==> src/rtl/psum_streamer_pkg.sv <==
// Shared types and default sizes for the psum transmit streamer.
package psum_streamer_pkg;
  localparam int LANES_DEF  = 4;
  localparam int DATA_W_DEF = 8;
  localparam int SIZE_W_DEF = 16;
  localparam int CH_W_DEF   = 8;

  typedef enum logic [1:0] {IDLE, LOAD, SEND, DONE} state_t;

  // Width of a lane index, never below one bit.
  function automatic int idx_w(input int n);
    return (n > 1) ? $clog2(n) : 1;
  endfunction
endpackage

==> src/rtl/psum_lane_buf.sv <==
// LANES x DATA_W holding register for one input word, with a lane select mux.
module psum_lane_buf #(
  parameter int LANES  = 4,
  parameter int DATA_W = 8,
  parameter int IDX_W  = 2
) (
  input  logic                    clk,
  input  logic                    rst,
  input  logic                    load,
  input  logic [LANES*DATA_W-1:0] word,
  input  logic [IDX_W-1:0]        sel,
  output logic [DATA_W-1:0]       lane
);
  logic [LANES-1:0][DATA_W-1:0] buf_q;

  always_ff @(posedge clk or posedge rst) begin
    if (rst) begin
      buf_q <= '0;
    end else if (load) begin
      for (int k = 0; k < LANES; k++) buf_q[k] <= word[k*DATA_W +: DATA_W];
    end
  end

  assign lane = buf_q[sel];
endmodule

==> src/rtl/psum_streamer.sv <==
// Serializes LANES-wide psum words into a channel-major one-psum-per-beat stream.
// Optional PSUM_STREAMER_LAST_EN adds plast_o marking the last psum of each channel.
module psum_streamer
  import psum_streamer_pkg::*;
#(
  parameter int LANES  = LANES_DEF,
  parameter int DATA_W = DATA_W_DEF,
  parameter int SIZE_W = SIZE_W_DEF,
  parameter int CH_W   = CH_W_DEF
) (
  input  logic                    clk,
  input  logic                    rst,
  input  logic                    start_i,
  input  logic [SIZE_W-1:0]       ofmap_size,
  input  logic [CH_W-1:0]         ifmap_ch,
  input  logic                    lane_valid_i,
  output logic                    lane_ready_o,
  input  logic [LANES*DATA_W-1:0] lane_psum_i,
  output logic [DATA_W-1:0]       psum_o,
  output logic                    pvalid_o,
  input  logic                    pready_i,
  output logic                    busy_o,
`ifdef PSUM_STREAMER_LAST_EN
  output logic                    plast_o,
`endif
  output logic                    done_o
);
  localparam int IDX_W = idx_w(LANES);

  state_t             state, state_nx;
  logic [SIZE_W-1:0]  size_q, pix_cnt;
  logic [CH_W-1:0]    ch_q, ch_cnt;
  logic [IDX_W-1:0]   lane_idx;
  logic [DATA_W-1:0]  lane_val;
  logic               xfer, row_end, word_end, frame_end, accept;

  assign row_end   = (pix_cnt == size_q);
  assign word_end  = (lane_idx == IDX_W'(LANES-1)) || row_end;
  assign frame_end = row_end && (ch_cnt == ch_q);
  assign xfer      = (state == SEND) && pready_i;
  assign accept    = lane_valid_i && lane_ready_o;

  always_ff @(posedge clk or posedge rst) begin
    if (rst) state <= IDLE;
    else     state <= state_nx;
  end

  // Ready is offered during the word-ending beat so the next word follows with no bubble;
  // the frame-ending beat has no successor word, so nothing is taken then.
  always_comb begin
    state_nx     = state;
    lane_ready_o = 1'b0;
    case (state)
      IDLE: if (start_i) state_nx = LOAD;
      LOAD: begin
        lane_ready_o = 1'b1;
        if (lane_valid_i) state_nx = SEND;
      end
      SEND: if (pready_i && word_end) begin
        if (frame_end) begin
          state_nx = DONE;
        end else begin
          lane_ready_o = 1'b1;
          state_nx     = lane_valid_i ? SEND : LOAD;
        end
      end
      DONE:    state_nx = IDLE;
      default: state_nx = IDLE;
    endcase
  end

  always_ff @(posedge clk or posedge rst) begin
    if (rst) begin
      size_q   <= '0;
      ch_q     <= '0;
      pix_cnt  <= '0;
      ch_cnt   <= '0;
      lane_idx <= '0;
    end else if (state == IDLE && start_i) begin
      size_q   <= ofmap_size;
      ch_q     <= ifmap_ch;
      pix_cnt  <= '0;
      ch_cnt   <= '0;
      lane_idx <= '0;
    end else if (xfer) begin
      // A channel always restarts at lane 0; leftover lanes of a partial word are dropped.
      lane_idx <= word_end ? '0 : lane_idx + 1'b1;
      if (row_end) begin
        pix_cnt <= '0;
        ch_cnt  <= ch_cnt + 1'b1;
      end else begin
        pix_cnt <= pix_cnt + 1'b1;
      end
    end
  end

  psum_lane_buf #(
    .LANES  (LANES),
    .DATA_W (DATA_W),
    .IDX_W  (IDX_W)
  ) u_buf (
    .clk  (clk),
    .rst  (rst),
    .load (accept),
    .word (lane_psum_i),
    .sel  (lane_idx),
    .lane (lane_val)
  );

  assign pvalid_o = (state == SEND);
  assign psum_o   = pvalid_o ? lane_val : '0;
  assign busy_o   = (state == LOAD) || (state == SEND);
  assign done_o   = (state == DONE);
`ifdef PSUM_STREAMER_LAST_EN
  assign plast_o  = pvalid_o && row_end;
`endif
endmodule

==> config.mk <==
export PLATFORM = sky130hd
export DESIGN_NAME = psum_streamer
export DESIGN_NICKNAME = d
export VERILOG_FILES = /design/src/rtl/psum_streamer_pkg.sv /design/src/rtl/psum_lane_buf.sv /design/src/rtl/psum_streamer.sv
export SDC_FILE = /design/constraint.sdc
export NUM_CORES = 1
export LEC_CHECK = 0
export CAP_MARGIN = 20
export CORE_MARGIN = 2
export CORE_UTILIZATION = 53
export CTS_CLUSTER_SIZE = 12
export DETAILED_ROUTE_END_ITERATION = 8
export PLACE_DENSITY_LB_ADDON = 0.12
export SLEW_MARGIN = 10
export SYNTH_ARGS = -nofsm -noshare
export SYNTH_HDL_FRONTEND = slang
export SYNTH_SLANG_ARGS = --single-unit
==> constraint.sdc <==
create_clock -name clk -period 2.9 [get_ports clk]
set_input_delay 0.58 -clock clk [delete_from_list [all_inputs] [get_ports clk]]
set_output_delay 0.58 -clock clk [all_outputs]
set_load 0.05 [all_outputs]
[Word level (Yosys, flattened, before mapping)]
Index checks and enable logic that the tools add are counted.
Word-level totals
  output and inout port bits: 12
  input bits: 61
  word-level logic and storage cells: 56
  register bits: 84
Cells by class
  reductions and logical operators: 12
  eq/ne operators: 9
  muxes and demuxes: 21
  $lt $le $gt $ge: 1
  $add $sub $neg: 3
Operator list (count)
  2-to-1 mux 16 bit: 3
  2-to-1 mux 8 bit: 5
  adder 16 x 1 -> 16 bit, second input constant: 1
  binary-select mux 8 bit (select 2 bit): 1
  equality test 16 bit: 1
  2-to-1 mux 2 bit: 8
  adder 8 x 1 -> 8 bit, second input constant: 1
  equality test 8 bit: 1
  one-hot mux 2 bit (4 select lines): 1
  equality test 2 bit, second input constant: 3
  logical AND 1 bit: 5
  != test 2 bit, second input constant: 2
  nonzero test 2 bit: 2
  less-than comparator 2 x 3 -> 1 bit, second input constant: 1
  AND reduction 3 bit: 1
  adder 2 x 1 -> 2 bit, second input constant: 1
  equality test 2 x 1 -> 1 bit, second input constant: 1
  logical NOT 2 bit: 1
  logical OR 1 bit: 2
  2-to-1 mux 1 bit: 2
  != test 2 x 1 -> 1 bit, second input constant: 1
  one-hot mux 1 bit (2 select lines): 1
  AND reduction 2 bit: 1

[Depth between registers and ports, before layout]
Gate-level depths: netlist of the first run.
  depth in word-level cells: 6
  depth in mapped cells: 9
  gate-level depth less buffers: 8

[Cells and area by module]
From an unflattened synthesis of the first run, not the netlist that was laid out.
Second synthesis, totals
  cell total of the unflattened synthesis: 402
  area total of the unflattened synthesis: 4267.8 sq um
By module, submodules not included
  psum_streamer: area each 2861.5 sq um, seq. area each 1301.2 sq um, cells an instance 323, times used 1
  psum_lane_buf: area each 1406.3 sq um, seq. area each 800.8 sq um, cells an instance 79, times used 1

[Worst setup path after synthesis of the first run]
OpenSTA, ideal clock, no wires.
  kind: reg2out
  start: register state[0]
  end: output port lane_ready_o
  buffers on the path: 1
  data required time: 2.320 ns
  cell stages (with the launch flop): 7
  slack: 0.318 ns
  arrival: 2.002 ns
  path through: dfrtp_1 -> inv_1 -> ha_1 -> nand2_1 -> clkbuf_1 -> nor3_1 -> o21a_1
On the way
  cells in the longest elaborated chain, start to end: 2
  elaborated cells on any way between the ends: 3
  those cells by class: eq/ne (2); mux (1)
RTL lines
  from (decl): line psum_streamer.sv:30  | state_t state, state_nx;
  from (signal assigned): line psum_streamer.sv:45  | else state <= state_nx;
  equality test 2 bit
  named net pvalid_o: line psum_streamer.sv:20  | output logic pvalid_o,
  one-hot mux 1 bit (2 select lines): line psum_streamer.sv:53  | case (state)
  to (decl): line psum_streamer.sv:17  | output logic lane_ready_o,
The timed path passes the listed nets, and every way through them passes these cells.

[Final worst setup path of the first run]
  start: register pix_cnt[10]
  end: output port lane_ready_o
On the way
  cells in the longest elaborated chain, start to end: 5
  elaborated cells on any way between the ends: 7
  those cells by class: eq/ne (1); mux (3); reduce/logical (3)
RTL lines
  from (decl): line psum_streamer.sv:31  | logic [SIZE_W-1:0] size_q, pix_cnt;
  from (signal assigned): line psum_streamer.sv:92  | pix_cnt <= pix_cnt + 1'b1;
  equality test 16 bit (*): line psum_streamer.sv:37  | assign row_end = (pix_cnt == size_q);
  logical AND 1 bit / logical OR 1 bit (equally long branches): line psum_streamer.sv:39, psum_streamer.sv:38
  2-to-1 mux 1 bit / logical AND 1 bit (equally long branches): line psum_streamer.sv:60, psum_streamer.sv:59
  2-to-1 mux 1 bit (*): line psum_streamer.sv:59  | SEND: if (pready_i && word_end) begin
  one-hot mux 1 bit (2 select lines) (*): line psum_streamer.sv:53
Mark *: on every way between the ends. The rest lies on a longest branch, timed or not.

==> summary.txt, run 1 <==
Drt
  – Vias: roughly 3,100
  – Drt wl/cell: approximately 15 um
  – Routed wire length: 8860 um
  – Initial DRC Count: 133
  – Vias/cell: 5.27
  – Pre-antenna DRT Iters: 4
  – DRT antenna net count: 0
  – DRC Markers: 0

Setup path
  – Crit-path max cell delay: between 0.4 and 0.5 ns
  – Arr. time, crit path: approximately 2.2 ns
  – Slowest cell on crit path: dfrtp_1
  – Critical path, cell by cell: xor2_1, nor4_2, nand4_1, nor3_4, nor3_2, o21a_1, buf_12
  – R2R Path End: u_buf.buf_q[2]
  – CP Capture Type: output pin
  – Worst path depth: 7
  – Kind of cell adding the most delay to the critical path: simple AND/OR/NAND/NOR gates
  – Worst path required time: 2.32 ns
  – R2r setup slk: between 0.4 and 0.5 ns
  – Max FO, Critical Path: 3
  – Worst r2r path cells: 8
  – CP startpoint: pix_cnt[10]
  – Startpoint Class: register
  – Worst path bufs/invs: 1
  – Reg-to-Reg Start: pix_cnt[10]
  – Crit path kind: reg -> out
  – Crit path to: lane_ready_o

Floorplanning
  – # rows: 32
  – Die W: about 94 um
  – Area of the core: approximately 7800 um^2
  – Io pins: 73
  – Die height: between 90 and 100 um
  – Die footprint: just under 9000 um^2
  – Initial Utilization: 55.5%

Synthesis
  – Syn Nets: ~460
  – Largest area contributor in the netlist: dfrtp_1
  – Mapped Cells: just under 400
  – Synth async-reset ratio: 100%
  – Netlist cell types: 42
  – Sequential fraction of the synthesis area: between 40% and 50%
  – Count leader, synth: nand2_1
  – Mapped cell area: 4340 um^2
  – Ys flop type: dfrtp_1
  – Yosys warnings: 0
  – Yosys top cell area share: roughly half
  – Synth cell count leaders: 86 x nand2_1, 84 x dfrtp_1, 30 x mux2_4, 22 x xor2_1, 19 x nor2_1
  – Syn_area_per_cell: about 11 um^2
  – Synth area leaders: dfrtp_1 48%, mux2_4 10%, nand2_1 7.4%
  – EDFF count, synth: 0
  – #FFs+latches synth: 84

Place
  – Final GP Congestion: between 0.8 and 0.9
  – Post-DP HPWL: between 6000 and 7000 um
  – PortBufs: 72
  – DP Cell Count: roughly 560

Layout
  – Ant. Diodes: 0
  – Layout cell share with drive strength beyond 1: roughly a fifth
  – Syn-to-layout area delta: 25.0%
  – Nets: around 540
  – Non-Filler Instances: between 500 and 600

Power and ir drop
  – Gate power share: a little over two fifths
  – Clk network pwr share: between 15 and 20%
  – Static Leakage: 2.58 nW
  – Sw Share: about 37%
  – Register share of total power: slightly below 40%
  – Sw power: approximately 1.8 mW
  – Power per standard cell area: between 900 and 1000 nW/um^2
  – Cell-internal power: around 3.1 mW
  – VDD IR-drop max: 0.651 mV

Run status
  – Status: finished clean

Global route
  – Top Usage Layer GRT: met2
  – Met3 usage: 5.67%
  – Largest net degree at the start of global routing: 46
  – Met2 Use GR: between 30% and 40%
  – Global route overflow: 0
  – All-Layer GR Usage: between 20% and 30%
  – Antenna violations before repair: 0
  – First-pass GRT wire length: ~15,000 um
  – Grt met1 use: about 27%
  – Vias in the first global route: ~3,100

Timing
  – Final setup fails: 0
  – Worst-Margin Slew: between 0.6 and 0.7 ns
  – Final period util: 95.2%
  – Max-slew headroom: a little over half
  – RSZ-0062 raised after global routing: true
  – Clock Skews: about 0.011 ns
  – Fmax: approximately 360 MHz
  – Slew Limit Fails: 0
  – WHS: around 0.50 ns
  – Minimum clock period after layout: around 2.8 ns
  – Final hold vios: 0

Clock tree
  – CTS Root Cell: clkbuf_8
  – CTS tree: done
  – Clock sink count: between 80 and 90
  – CTS Buf Count: 9
  – H-tree lvl count: 3
  – Clock insertion delay at the later pin of the skew report: roughly 0.35 ns
  – Clk pin slew, worst setup/hold paths: roughly 0.090 ns
  – Clock Path Buffers: 2
  – CTS Hold Bufs: 0

Worst hold path
  – Worst min-delay path class: reg -> reg
  – Hold path start: size_q[0]

Job
  – Max Cap Violations: 0
metrics by stage:
| step | setup WS (ns) | setup TNS [ns] | power [mW] | cell area, um^2 | utilization [%] |
|---|---|---|---|---|---|
| floorplan | 0.155 | 0 | 3.55 | 4340 | - |
| global placement | 0.387 | 0 | 4.04 | 5180 | 66.3 |
| detailed placement | 0.368 | 0 | 4.12 | 5180 | 66.3 |
| CTS | 0.00589 | 0 | 4.99 | 5390 | 69.0 |
| global route | -0.0361 | -0.0361 | 5.26 | 5420 | 69.4 |
| finish | 0.139 | 0 | 4.96 | 5420 | 69.4 |
power groups by stage:
stage | clock [mW] | sequential (mW) | combinational [mW]
final | 0.843 | 1.94 | 2.18
after global routing | 0.909 | 1.98 | 2.37
after CTS | 0.861 | 1.93 | 2.20
after detailed placement | 0 | 1.94 | 2.18
after global placement | 0 | 1.93 | 2.12
after floorplan | 0 | 1.83 | 1.72
logic make-up after synthesis:
| kind of cell | count (synthesis) | share of synthesized area (%) |
|---|---|---|
| AOI/OAI and AO/OA | 35 | 5.28 |
| xor gates and xnor gates | 35 | 7.07 |
| adders and majority gates | 8 | 2.31 |
| buffers and inverters | 32 | 4.01 |
| DFF | 84 | 48.5 |
| muxes | 43 | 15.8 |
| and+or+nand+nor | 157 | 17.1 |
area by class of cell:
class	instances	area, um^2
Clock buffer	10	138
Tap cell	102	128
Timing Repair Buffer	89	863
Fill cell	609	2390
Multi-Input combinational cell	278	2070
Sequential cell	84	2100
Inverter	13	50.0
Clock inverter	6	63.8
tightest hold or removal path, stage by stage, from the launching register on:
cell and delay, ns:
dfrtp_1 0.36, nand2_1 0.06, nand2_1 0.06
layout by cell type (no fill, tap or decap), types with 10 or more instances in the layout:
master / n
nor2_1: 19
clkbuf_8: 10
nand2_1: 86
nand4_1: 12
mux2_4: 30
xor2_1: 22
a21oi_1: 14
xnor2_1: 13
buf_4: 23
inv_1: 12
clkdlybuf4s50_1: 63
and2_1: 11
dfrtp_1: 83
routing by layer:
layer,up-vias,wire [um]
met5,-,0
met4,0,95
met3,6,467
met2,83,4380
met1,1486,3920
li1,1491,-
worst min path at each step:
| stage | end | slack [ns] | depth (start not counted) |
|---|---|---|---|
| 3_3_place_gp | size_q[0] | 0.48 | 2 |
| 2_1_floorplan | size_q[10] | 0.47 | 2 |
| 5_1_grt | u_buf.buf_q[21] | 0.53 | 1 |
| 6_report | size_q[0] | 0.50 | 2 |
| 3_5_place_dp | size_q[0] | 0.48 | 2 |
| 4_1_cts | size_q[0] | 0.50 | 2 |
registers in the layout (all words and copies together), names as in the netlist:
signal,count
ch_cnt,8
lane_idx,2
u_buf.buf_q,32
size_q,16
ch_q,8
pix_cnt,16
state,2
timing repair:
| action | in CTS | in global routing |
|---|---|---|
| resized for setup | 1 | 4 |
| endpoints found under the setup margin | 1 | 1 |
| pin swaps | 1 | 4 |
| buffers inserted | 0 | 3 |
| endpoints found under the hold margin | 0 | 0 |
(Power assumes the default switching activity.)
==> inputs of run 2 (changes only) <==
--- a/config.mk
+++ b/config.mk
@@ -6,8 +6,10 @@
 export NUM_CORES = 1
 export LEC_CHECK = 0
 export CAP_MARGIN = 20
+export CELL_PAD_IN_SITES_DETAIL_PLACEMENT = 1
+export CELL_PAD_IN_SITES_GLOBAL_PLACEMENT = 1
 export CORE_MARGIN = 2
-export CORE_UTILIZATION = 53
+export CORE_UTILIZATION = 42
 export CTS_CLUSTER_SIZE = 12
 export DETAILED_ROUTE_END_ITERATION = 8
 export PLACE_DENSITY_LB_ADDON = 0.12
@@ -15,3 +17,4 @@
 export SYNTH_ARGS = -nofsm -noshare
 export SYNTH_HDL_FRONTEND = slang
 export SYNTH_SLANG_ARGS = --single-unit
+export TNS_END_PERCENT = 20
==> run 2 against run 1 <==
  * Global-route usage decreased by 2.2 points
  * Count of clock-buffer cells in the layout is 1 higher
  * Clock power up 0.8%
  * Maximum frequency shrank 2.6%
  * Utilization shrank 16 points
  * First-iteration DRC count fell by 35%
  * Sequential share of layout area fell by 0.37 points
  * Flip-flop and latch count did not move
  * Via count increased by 2.2%
  * Critical path type unchanged
  * Largest cell class unchanged
  * Highest routed layer unchanged
==> summary.txt, run 2 (synthesis gave the netlist of run 1 again) <==
Run status
  – Status: finished clean

Layout
  – Area taken by flip-flops and latches: 2110 um^2 (+0.18%)
  – Syn-to-layout area delta: 26.4%
  – Layout cell share with drive strength beyond 1: 21.1% (+0.70 points)
  – Reg with most FFs: u_buf.buf_q
  – Largest register FFs: 32 (unchanged)
  – Ant. Diodes: 0 (unchanged)
  – Largest regs: u_buf.buf_q: 32 flops, pix_cnt: 16 flops, size_q: 16 flops
  – Commonest cells after routing, fill and taps aside: 86 x nand2_1, 80 x dfrtp_1, 63 x clkdlybuf4s50_1
  – Multi-input logic area: 2070 um^2 (-0.36%)
  – Nets: 547 (+0.55%)
  – Fill cells: 1,115 (+83%)
  – Fin util: 53.8% (-16 points)
  – Design area: 5480 um^2 (+1.1%)
  – Commonest non-fill, non-tap cell in the layout: nand2_1

Clock tree
  – Clock sink count: 84 (unchanged)
  – CTS Buf Count: 9 (unchanged)
  – CTS tree: done
  – CTS Hold Bufs: 0 (unchanged)
  – H-tree lvl count: 3 (unchanged)
  – CTS Root Cell: clkbuf_8
  – Clock Path Buffers: 2 (unchanged)
  – Clk pin slew, worst setup/hold paths: 0.08 ns (about the same)
  – Clock insertion delay at the later pin of the skew report: 0.35 ns (about the same)

Timing
  – Clock Skews: 0.00763 ns (-0.00303 ns)
  – Minimum clock period after layout: 2.83 ns (+0.0744 ns)
  – Final period util: 97.8% (+2.6 points)
  – Max-slew headroom: 66.6% (+12 points)
  – Sum Neg Setup Slack: 0 ns (unchanged)
  – Final hold vios: 0 (unchanged)
  – RSZ-0062 raised after global routing: true
  – Worst-Margin Slew: 0.499 ns (-0.188 ns)
  – Slew Limit Fails: 0 (unchanged)
  – Fmax: 353 MHz (-2.6%)
  – Final setup fails: 0 (unchanged)

Global route
  – Global route overflow: 0 (unchanged)
  – Vias in the first global route: 3,464 (+12%)
  – Largest net degree at the start of global routing: 85 (+85%)
  – First-pass GRT wire length: 17,000 um (+15%)
  – All-Layer GR Usage: 19.4% (-2.2 points)
  – Antenna violations before repair: 0 (unchanged)

Drt
  – Routed wire length: 10,100 um (+14%)
  – Initial DRC Count: 87 (-35%)
  – Drt wl/cell: 16.3 um (+7.1%)
  – Pre-antenna DRT Iters: 4 (unchanged)
  – DRC Markers: 0 (unchanged)
  – Vias/cell: 5.06 (-4.0%)
  – Vias: 3,132 (+2.2%)
  – DRT antenna net count: 0 (unchanged)

Floorplanning
  – Io pins: 73 (unchanged)
  – Die W: 106 um (+12%)
  – Die height: 106 um (+12%)
  – Initial Utilization: 42.6% (-13 points)
  – Die footprint: 11,200 um^2 (+25%)
  – # rows: 37 (+16%)
  – Area of the core: 10,200 um^2 (+30%)

Power and ir drop
  – VDD IR-drop max: 0.454 mV (-30%)
  – Register share of total power: 39.2% (about the same)
  – Sw Share: 36.8% (+0.13 points)
  – Clk network pwr share: 17.0% (about the same)
  – Static Leakage: 2.60 nW (+0.83%)
  – Cell-internal power: 3.15 mW (+0.40%)
  – Gate power share: 43.8% (about the same)
  – Power per standard cell area: 910 nW/um^2 (-0.51%)
  – Sw power: 1.84 mW (+0.98%)

Setup path
  – Crit path kind: reg -> out
  – Worst path bufs/invs: 1 (unchanged)
  – Kind of cell adding the most delay to the critical path: simple AND/OR/NAND/NOR gates
  – Worst path depth: 7 (unchanged)
  – Critical path, cell by cell: xor2_1, nor4_2, nand4_1, nor3_4, nor3_1, o21a_1, buf_12
  – Worst path required time: 2.32 ns (about the same)
  – Worst r2r path cells: 8 (unchanged)
  – Crit-path max cell delay: 0.40 ns (about the same)
  – Slowest cell on crit path: dfrtp_1
  – Arr. time, crit path: 2.25 ns (+0.07 ns)
  – Startpoint Class: register
  – CP Capture Type: output pin
  – Max FO, Critical Path: 4 (+1)

Place
  – PortBufs: 72 (unchanged)
  – Final GP Congestion: 0.795 (-3.6%)
  – Post-DP HPWL: 7300 um (+15%)
  – Placed cell areas: 5220 um^2 (+0.68%)

Worst hold path
  – Worst min-delay path class: reg -> reg
  – Hold Crit Depth: 2 (unchanged)

Job
  – Max Cap Violations: 0 (unchanged)
==> run 2: changes by cell type in the layout (fill, tap and decap cells not counted), sizes merged <==
| cell | delta |
|---|---|
| buf | +3 |
| clkinvlp | -2 |
| clkbuf | +1 |
| clkinv | +1 |
==> run 2: what timing repair did <==
item,CTS,global route
buffers inserted,0,7
endpoints found under the setup margin,1,1
pin swaps,2,4
resized for setup,1,4
cloned,0,0
==> run 2: tightest hold or removal path, stage by stage, from the launching register on <==
cell,delay (ns)
dfrtp_1,0.37
nand2_1,0.05
nand2_1,0.06
==> run 2: through the flow <==
step	std cells	power [mW]	hold slack (ns)	setup WS [ns]
floorplan	394	3.55	0.465	0.155
global placement	596	4.07	0.482	0.317
detailed placement	596	4.18	0.484	0.325
CTS	612	5.06	0.513	0.0238
global route	619	5.31	0.529	-0.0510
finish	619	4.99	0.510	0.0650
==> run 2: final cells by class <==
cell class,count,share of cell area (%)
clock buffer,11,2.76
clock inverter,5,0.913
inverter,13,0.913
multi-input combinational,278,37.7
sequential,84,38.4
tap,136,3.11
timing repair buffer,92,16.2
==> run 2: path summary, 6_finish.rpt <==
path,from,endpoint,slack [ns]
max in group asynchronous,rst,pix_cnt[12],1.91
hold reg to reg,size_q[12],size_q[12],0.51
hold / removal,size_q[12],size_q[12],0.51
min in group asynchronous,rst,u_buf.buf_q[0],0.64
setup reg to reg,pix_cnt[10],u_buf.buf_q[4],0.33
setup / recovery,pix_cnt[10],lane_ready_o,0.07
==> run 2: routing by layer <==
metal / wire (um) / GRT usage, %
met4: 174 / 6.95
met2: 5000 / 33.5
met5: 0 / 0
met3: 367 / 3.15
met1: 4550 / 24.5
==> run 2: power by group through the flow <==
stage | Combinational [mW] | Sequential, mW | Clock [mW]
detailed placement | 2.21 | 1.97 | 0
global route | 2.37 | 2.02 | 0.921
CTS | 2.22 | 1.96 | 0.874
global placement | 2.13 | 1.94 | 0
floorplan | 1.72 | 1.83 | 0
finish | 2.18 | 1.96 | 0.850
==> inputs of run 3 (changes only) <==
--- a/config.mk
+++ b/config.mk
@@ -9,10 +9,12 @@
 export CELL_PAD_IN_SITES_DETAIL_PLACEMENT = 1
 export CELL_PAD_IN_SITES_GLOBAL_PLACEMENT = 1
 export CORE_MARGIN = 2
-export CORE_UTILIZATION = 42
+export CORE_UTILIZATION = 43
+export CTS_BUF_LIST = sky130_fd_sc_hd__clkbuf_2 sky130_fd_sc_hd__clkbuf_4 sky130_fd_sc_hd__clkbuf_8
 export CTS_CLUSTER_SIZE = 12
 export DETAILED_ROUTE_END_ITERATION = 8
-export PLACE_DENSITY_LB_ADDON = 0.12
+export PLACE_DENSITY_LB_ADDON = 0.3
+export SKIP_CTS_REPAIR_TIMING = 1
 export SLEW_MARGIN = 10
 export SYNTH_ARGS = -nofsm -noshare
 export SYNTH_HDL_FRONTEND = slang
==> run 3 against run 2 <==
  * Total power is 1.4% higher
  * Utilization is 3.2 points higher
  * Final cell count is 0.48% higher
  * Critical path type unchanged
  * Largest cell class is now multi-input combinational cells
  * Largest power group unchanged
==> summary.txt, run 3 (synthesis gave the netlist of run 1 again) <==
Run status
  – Status: finished clean

Drt
  – Vias: 3,153 (+0.67%)
  – Routed wire length: 10,300 um (+2.2%)
  – DRT antenna net count: 0 (unchanged)
  – Vias/cell: 5.07 (+0.18%)
  – DRC Markers: 0 (unchanged)
  – Initial DRC Count: 110 (+26%)
  – Pre-antenna DRT Iters: 4 (unchanged)
  – Drt wl/cell: 16.6 um (+1.8%)

Setup path
  – Critical path, cell by cell: xor2_2, nor4_2, buf_4, and4_4, nor2_4, nor3_2, o21a_1, buf_12
  – CP Capture Type: output pin
  – Slowest cell on crit path: dfrtp_2
  – Crit path kind: reg -> out
  – Startpoint Class: register
  – Kind of cell adding the most delay to the critical path: simple AND/OR/NAND/NOR gates
  – Arr. time, crit path: 2.31 ns (+0.06 ns)
  – Crit-path max cell delay: 0.47 ns (+0.07 ns)
  – Worst path bufs/invs: 2 (+1)
  – Max FO, Critical Path: 5 (+1)
  – Worst path required time: 2.32 ns (about the same)

Global route
  – Vias in the first global route: 3,492 (+0.81%)
  – Global route overflow: 0 (unchanged)
  – First-pass GRT wire length: 17,400 um (+2.4%)
  – All-Layer GR Usage: 20.0% (+0.65 points)
  – Antenna violations before repair: 0 (unchanged)
  – Largest net degree at the start of global routing: 42 (-51%)

Clock tree
  – Clock sink count: 84 (unchanged)
  – Clock Path Buffers: 2 (unchanged)
  – Clock insertion delay at the later pin of the skew report: 0.36 ns (about the same)
  – CTS Root Cell: clkbuf_8
  – CTS Buf Count: 9 (unchanged)
  – CTS tree: done
  – H-tree lvl count: 3 (unchanged)
  – Clk pin slew, worst setup/hold paths: 0.09 ns (about the same)

Place
  – Post-DP HPWL: 7570 um (+3.7%)
  – Final GP Congestion: 0.823 (+3.5%)
  – PortBufs: 72 (unchanged)

Worst hold path
  – Worst min-delay path class: reg -> reg

Power and ir drop
  – Sw Share: 38.6% (+1.8 points)
  – Total chip power: 5.06 mW (+1.4%)
  – Sw power: 1.95 mW (+6.2%)
  – Static Leakage: 2.62 nW (+0.95%)
  – Gate power share: 45.7% (+1.9 points)
  – Register share of total power: 38.7% (-0.5 points)
  – Power per standard cell area: 907 nW/um^2 (-0.28%)
  – Cell-internal power: 3.11 mW (-1.4%)
  – VDD IR-drop max: 0.675 mV (+49%)
  – Clk network pwr share: 15.5% (-1.5 points)

Timing
  – Clock Skews: 0.0145 ns (+0.00689 ns)
  – Final hold vios: 0 (unchanged)
  – Minimum clock period after layout: 2.89 ns (+0.0596 ns)
  – Worst-Margin Slew: 0.721 ns (+0.222 ns)
  – Max-slew headroom: 51.9% (-15 points)
  – Final setup fails: 0 (unchanged)
  – Fmax: 345 MHz (-2.1%)
  – Slew Limit Fails: 0 (unchanged)
  – RSZ-0062 raised after global routing: true
  – Final period util: 99.8% (+2.1 points)

Layout
  – Largest regs: u_buf.buf_q: 32 flops, pix_cnt: 16 flops, size_q: 16 flops
  – Ant. Diodes: 0 (unchanged)
  – Largest register FFs: 32 (unchanged)
  – Syn-to-layout area delta: 28.5%
  – Commonest non-fill, non-tap cell in the layout: nand2_1
  – Commonest cells after routing, fill and taps aside: 86 x nand2_1, 80 x dfrtp_1, 63 x clkdlybuf4s50_1
  – Fin util: 57.0% (+3.2 points)
  – Reg with most FFs: u_buf.buf_q
  – Nets: 553 (+1.1%)
  – Layout cell share with drive strength beyond 1: 23.3% (+2.2 points)

Floorplanning
  – # rows: 36 (-2.7%)
  – Die W: 104 um (-1.1%)
  – Io pins: 73 (unchanged)
  – Area of the core: 9770 um^2 (-4.0%)
  – Die footprint: 10,900 um^2 (-2.2%)
  – Die height: 104 um (-1.1%)
  – Initial Utilization: 44.4% (+1.8 points)

Job
  – Max Cap Violations: 0 (unchanged)
==> run 3: changes by cell type in the layout (fill, tap and decap cells not counted), sizes merged <==
cell      before  now
inv           12   15
buf           29   35
clkbuf        11    9
clkinvlp       0    1
clkinv         5    4
bufinv         1    0
==> run 3: final cells by class <==
type	count	area, um^2
tap	133	166
multi-input combinational	278	2130
sequential	84	2110
clock buffer	9	124
clock inverter	7	58.8
inverter	13	50.0
fill	1088	4200
timing repair buffer	98	931
==> run 3: power by group through the flow <==
stage	combinational (mW)	clock [mW]	sequential [mW]
final	2.31	0.786	1.96
after global routing	2.52	0.868	2.02
after CTS	2.22	0.817	1.96
after detailed placement	2.21	0	1.97
after global placement	2.12	0	1.94
after floorplan	1.72	0	1.83
==> run 3: metal layers <==
layer  up-vias  global-route usage, %  share of wire (%)
met5         -                      0                  0
met4         0                   5.50                1.0
met3        10                   3.76                3.1
met2        65                   35.9                 53
met1      1570                   24.5                 43
li1       1508                      -                  -
==> run 3: worst paths after layout <==
check / end / start / slack, ns / cells after the start
worst max-delay path: lane_ready_o / pix_cnt[0] / 0.005 / 8
worst min-delay path: ch_q[5] / ch_q[5] / 0.52 / 2
worst max register to register: u_buf.buf_q[16] / pix_cnt[0] / 0.33 / 8
min in group asynchronous: u_buf.buf_q[1] / rst / 0.63 / 2
max in group asynchronous: pix_cnt[12] / rst / 1.59 / 3
worst min register to register: ch_q[5] / ch_q[5] / 0.52 / 2
==> run 3: metrics by stage <==
stage / TNS [ns] / hold WS [ns] / setup slack, ns / area (um^2) / cells
after floorplan: 0 / 0.465 / 0.155 / 4340 / 394
after global placement: 0 / 0.483 / 0.378 / 5220 / 594
after detailed placement: 0 / 0.490 / 0.314 / 5220 / 594
after CTS: -0.0865 / 0.519 / -0.0865 / 5400 / 610
after global routing: -0.0898 / 0.534 / -0.0898 / 5570 / 622
final: 0 / 0.518 / 0.00542 / 5570 / 622
==> run 3: tightest hold or removal path, stage by stage (launching register included) <==
cell and delay (ns):
dfrtp_1 0.38, nand2_1 0.06, nand2_1 0.06
